**config.mk**
```make
export PLATFORM = sky130hd
export DESIGN_NAME = la_dump_seq
export DESIGN_NICKNAME = d
export VERILOG_FILES = /design/src/rtl/la_pkg.sv /design/src/rtl/la_circ_addr.sv /design/src/rtl/la_dump_seq.sv
export SDC_FILE = /design/constraint.sdc
export NUM_CORES = 1
export LEC_CHECK = 0
export BUFFER_PORTS_ARGS = -buffer_cell sky130_fd_sc_hd__buf_2
export CAP_MARGIN = 20
export CELL_PAD_IN_SITES_DETAIL_PLACEMENT = 2
export CELL_PAD_IN_SITES_GLOBAL_PLACEMENT = 2
export CORE_MARGIN = 1.5
export CORE_UTILIZATION = 32
export CTS_CLUSTER_SIZE = 20
export DETAILED_ROUTE_END_ITERATION = 16
export MAX_ROUTING_LAYER = met4
export PLACE_DENSITY = 0.94
export SLEW_MARGIN = 30
export SYNTH_ARGS = -nofsm -noshare
export SYNTH_HDL_FRONTEND = slang
export SYNTH_SLANG_ARGS = --single-unit
```
**constraint.sdc**
```tcl
create_clock -name clk -period 5.1 [get_ports clk]
set_input_delay 0.765 -clock clk [delete_from_list [all_inputs] [get_ports clk]]
set_output_delay 0.765 -clock clk [all_outputs]
set_load 0.005 [all_outputs]
```
**src/rtl/la_pkg.sv**
```systemverilog
// Shared logic-analyzer definitions: dump sequencer states, NAK byte and
// channel numbers used by the command decoder and the dump path.
// DUMP_CHKSUM_EN adds the CHK state for the trailing checksum byte.
package la_pkg;

  typedef enum logic [2:0] {
    IDLE,
    RD,
    LAT,
    TX,
    WAIT,
    NAK
`ifdef DUMP_CHKSUM_EN
    ,
    CHK
`endif
  } la_state_t;

  localparam logic [7:0] NAK_BYTE = 8'hEE;

  localparam logic [2:0] CH1 = 3'd1;
  localparam logic [2:0] CH2 = 3'd2;
  localparam logic [2:0] CH3 = 3'd3;
  localparam logic [2:0] CH4 = 3'd4;
  localparam logic [2:0] CH5 = 3'd5;

endpackage

```
**src/rtl/la_circ_addr.sv**
```systemverilog
// Loadable circular counter over 0..ENTRIES-1 with a terminal-count flag.
// Used for both the read address and the byte count of a dump; also
// suitable for the capture write pointer.
module la_circ_addr #(
  parameter int ENTRIES = 384,
  parameter int ADDR_W  = 9
) (
  input  logic              clk,
  input  logic              rst,
  input  logic              load,
  input  logic [ADDR_W-1:0] load_val,
  input  logic              adv,
  output logic [ADDR_W-1:0] addr,
  output logic              tc
);

  // wrap is at ENTRIES-1, not at the power-of-two boundary
  assign tc = (addr == ADDR_W'(ENTRIES - 1));

  // load has priority over advance
  always_ff @(posedge clk) begin
    if (rst)       addr <= '0;
    else if (load) addr <= load_val;
    else if (adv)  addr <= tc ? '0 : addr + 1'b1;
  end

endmodule

```
**src/rtl/la_dump_seq.sv**
```systemverilog
// Channel dump sequencer: walks the circular capture buffer from the oldest
// sample and hands each byte to UART_tx under a trmt/tx_done handshake.
// Invalid channels get a single NAK byte.
// DUMP_CHKSUM_EN: append an 8-bit running sum after the last sample byte.
module la_dump_seq
  import la_pkg::*;
#(
  parameter int ENTRIES = 384,
  parameter int ADDR_W  = 9,
  parameter int NUM_CH  = 5
) (
  input  logic              clk,
  input  logic              rst,
  input  logic              dump_req,
  input  logic [2:0]        dump_ch,
  input  logic [ADDR_W-1:0] trig_pos,
  output logic [2:0]        ram_ch,
  output logic [ADDR_W-1:0] ram_addr,
  output logic              ram_rd_en,
  input  logic [7:0]        ram_rdata,
  output logic [7:0]        tx_data,
  output logic              trmt,
  input  logic              tx_done,
  output logic              busy
);

  la_state_t         state, nxt;
  logic              ld, adv, cnt_tc, last_byte, ch_ok;
  logic [ADDR_W-1:0] cnt;
`ifdef DUMP_CHKSUM_EN
  logic [7:0]        sum;
`endif

  assign ch_ok = (dump_ch != 3'd0) && (32'(dump_ch) <= NUM_CH);
  assign busy  = (state != IDLE);

  la_circ_addr #(.ENTRIES(ENTRIES), .ADDR_W(ADDR_W)) u_addr (
    .clk(clk), .rst(rst), .load(ld), .load_val(trig_pos), .adv(adv),
    .addr(ram_addr), .tc()
  );

  // byte counter shares the wrap logic; its terminal count ends the dump
  la_circ_addr #(.ENTRIES(ENTRIES), .ADDR_W(ADDR_W)) u_cnt (
    .clk(clk), .rst(rst), .load(ld), .load_val('0), .adv(adv),
    .addr(cnt), .tc(cnt_tc)
  );

  // state register
  always_ff @(posedge clk) begin
    if (rst) state <= IDLE;
    else     state <= nxt;
  end

  // next state and strobes; tx_done only matters in WAIT, which always
  // follows the trmt cycle, so a tx_done coincident with trmt is dropped
  always_comb begin
    nxt       = state;
    ram_rd_en = 1'b0;
    trmt      = 1'b0;
    ld        = 1'b0;
    adv       = 1'b0;
    case (state)
      IDLE: if (dump_req) begin
        ld  = ch_ok;
        nxt = ch_ok ? RD : NAK;
      end
      RD: begin
        ram_rd_en = 1'b1;
        nxt       = LAT;
      end
      LAT: nxt = TX;
      TX: begin
        trmt = 1'b1;
        nxt  = WAIT;
      end
      NAK: begin
        trmt = 1'b1;
        nxt  = WAIT;
      end
      WAIT: if (tx_done) begin
        if (last_byte) nxt = IDLE;
`ifdef DUMP_CHKSUM_EN
        else if (cnt_tc) nxt = CHK;
`else
        else if (cnt_tc) nxt = IDLE;
`endif
        else begin
          adv = 1'b1;
          nxt = RD;
        end
      end
`ifdef DUMP_CHKSUM_EN
      CHK: nxt = TX;
`endif
      default: nxt = IDLE;
    endcase
  end

  // datapath: channel latch, transmit byte, final-byte flag, checksum
  always_ff @(posedge clk) begin
    if (rst) begin
      ram_ch    <= 3'd0;
      tx_data   <= 8'h00;
      last_byte <= 1'b0;
`ifdef DUMP_CHKSUM_EN
      sum       <= 8'h00;
`endif
    end else begin
      case (state)
        IDLE: if (dump_req) begin
          if (ch_ok) begin
            ram_ch    <= dump_ch;
            last_byte <= 1'b0;
`ifdef DUMP_CHKSUM_EN
            sum       <= 8'h00;
`endif
          end else begin
            tx_data   <= NAK_BYTE;
            last_byte <= 1'b1;
          end
        end
        LAT: begin
          tx_data <= ram_rdata;
`ifdef DUMP_CHKSUM_EN
          sum     <= sum + ram_rdata;
`endif
        end
`ifdef DUMP_CHKSUM_EN
        CHK: begin
          tx_data   <= sum;
          last_byte <= 1'b1;
        end
`endif
        default: ;
      endcase
    end
  end

endmodule

```
==> impl_results.md <==
* Initial core utilization at 33.1%
* Die area at between 5000 and 6000 µm²
* Crit-path max cell delay at 810 ps
* Maximum vdd ir drop at approximately 0.00018 V
* CTS resizes at 0
* Rel. slew slack at 38.6%
* Top post-synthesis cells by area: dfxtp_1 39%, nor2_1 8.9%, xnor2_1 4.7%
* Synth top area share at 39.3%
* Top_reg_cell synth: dfxtp_1
* Area Overhead vs Synth at 22.5%
* Worst setup SP type: flop
* CP cell instances: ha_1 -> nand3_1 -> o41ai_4 -> nor3_1 -> xnor2_1 -> a211oi_1
* GR Util All Layers at between 20% and 30%
* Clk_lat worst skew at 300 ps
* Initial antenna violation count at 0
* Syn_area_per_cell at 8.61 µm²
* Post-Place Worst Slack at 2560 ps
* Largest net degree at the start of global routing at 22
* EDFF count, synth at 0
* Antenna-violating nets left at 0
* Post-synth top area cell: dfxtp_1
* CTS Root Cell: clkbuf_8
* Yosys reg bits at 33
* # rows at 26
* CTS clk-pin slew, worst paths at 70 ps
* Max Cap Viol at 0
* Core footprint at 5070 µm²
* Fin crit share at 45.7%
* Number of buffers created by CTS at 5
* Diodes inserted at 0
* DR pass1 iterations at 4
* CTS Sinks at 33
* Crit Path Category: reg2reg
* H-tree levels at 2
* Crit path required time at around 5300 ps
* CTS tree: yes
* Detailed-route via count at 1601
* Clock Path Buffers at 2
* Syn Nets at 221
* Vias/cell at 5.18
* I/O Buffers at 46
* Worst hold path type: reg2reg
* Die W at 75.4 µm
* First-pass GRT wire length at 8.18 mm
* RSZ-0062 raised after global routing: no
* Power Dens Cells at 384 nW/µm²
* Routability Congestion at 0.801
* Dpl hpwl at 3.70 mm
* Critical path buffer and inverter count at 0
* Die span in y at 75.4 µm
* Nets at 264
* Drt total wl at 5.13 mm
* CP max FO at 14
* Crit. End Element: flop
* Post-CTS setup buffers at 0
* DRC viols at 0
* Synth cell types at 42
* IO Pins at 47
* Asr flop ratio synth at 0%
* Area of the mapped netlist at between 1500 and 2000 µm²
* Sequential area share after synthesis at 39.3%
* DRT iter0 DRCs at between 60 and 70
* Final WS setup at ~2800 ps
* Layout Skew at 8.91 ps
* Final Hold Viols at 0
* Status: finished, final reports clean
* Pins Over Slew Limit at 0
* Warnings, synthesis at 0
* Setup TNS at 0 ps
* Fmax at 429 MHz
* Setup violations, final at 0
* Top Family by Delay on Critical Path: compound AO/OA/AOI/OAI gates
* Max stage delay cell, worst path: o41ai_4
* WL/cell at 16.6 µm
* Leak at between 0.7 and 0.8 nW
* Cts hold-fix bufs at 0
* Data arrival, critical path at 2540 ps
* Worst hold slack at 482 ps
* Vias in the first global route at between 1500 and 2000
* Fraction of layout cells with a size suffix above 1 at 27.2%
* Crit path time final at 2330 ps
* Grt ovf at 0
* Post-Syn Instances at 195
* Worst-margin pin slew at about 920 ps
per-stage QoR:
| step | area [µm²] | instances | util, % | power (mW) |
|---|---|---|---|---|
| after floorplan | 1680 | 195 | - | 0.462 |
| after global placement | 1940 | 301 | 38.2 | 0.518 |
| after global routing | 2060 | 309 | 40.5 | 0.835 |
| after CTS | 2060 | 309 | 40.5 | 0.800 |
| final | 2060 | 309 | 40.5 | 0.789 |
| after detailed placement | 1940 | 301 | 38.2 | 0.530 |
layer usage:
layer / vias to the layer above / part of all wire (%) / track usage [%] / wire, µm
met3: 9 / 3.5 / 4.63 / 181
met2: 34 / 50 / 33.1 / 2580
met4: 0 / 1.7 / 6.94 / 86
met5: - / 0 / - / 0
met1: 779 / 44 / 24.0 / 2280
li1: 779 / - / - / -
cells in the final DEF, fill, tap and decap left out, drive strengths merged, types with 2 or more instances in the layout:
cell     instances
clkbuf           6
dfxtp           33
nor2            40
a211oi           4
xnor2            9
ha               2
o21ai            7
nand2            8
nand2b           5
nor3            15
buf             46
or3              3
inv              5
a32oi            2
xor2             4
a2111oi          2
and3             2
a21oi            6
mux2i            4
nand3           11
nand4            4
o2bb2ai          4
nor4             5
tightest hold or removal path, stage by stage, from the launching register on:
cell,delay (ps)
dfxtp_1,310
nand2b_1,70
a21oi_1,60
final timing paths:
check	start	end	slack, ps	cells past startpoint
setup / recovery	u_cnt.addr[0]	u_addr.addr[4]	2770	6
hold / removal	tx_data[4]	tx_data[4]	480	2
hold reg to reg	tx_data[4]	tx_data[4]	480	2
setup reg to reg	u_cnt.addr[0]	u_addr.addr[4]	2770	6
registers in the layout, indices dropped and copies added, names as in the netlist:
register     count
u_addr.addr      9
u_cnt.addr       9
tx_data          8
ram_ch           3
state            3
last_byte        1
where the power goes:
| group | switching (mW) | internal, mW |
|---|---|---|
| combinational | 0.110 | 0.0824 |
| sequential | 0.0430 | 0.290 |
| clock | 0.105 | 0.159 |
cells by family (layout without fill, tap and decap cells):
| family | Yosys count | in the layout | synth area share, % |
|---|---|---|---|
| AOI/OAI and AO/OA | 30 | 30 | 15.4 |
| xor gates and xnor gates | 13 | 13 | 6.78 |
| adders and majority gates | 2 | 2 | 1.49 |
| buffers and inverters | 15 | 59 | 4.69 |
| DFF | 33 | 33 | 39.3 |
| muxes | 4 | 4 | 2.38 |
| and+or+nand+nor | 98 | 98 | 30.0 |
cell usage after synthesis, drive strengths merged, types with 5 or more instances:
cell type,instances
nor2,40
dfxtp,33
nor3,15
nand3,11
xnor2,9
nand2,8
buf,7
o21ai,7
a21oi,6
inv,5
nand2b,5
nor4,5
final cells by class:
type | count | area [µm²]
inverter | 5 | 18.8
fill | 577 | 3020
sequential | 33 | 661
timing repair buffer | 46 | 230
clock inverter | 2 | 37.5
tap | 70 | 87.6
multi-input combinational | 147 | 940
clock buffer | 6 | 82.6
(Power assumes the default switching activity.)
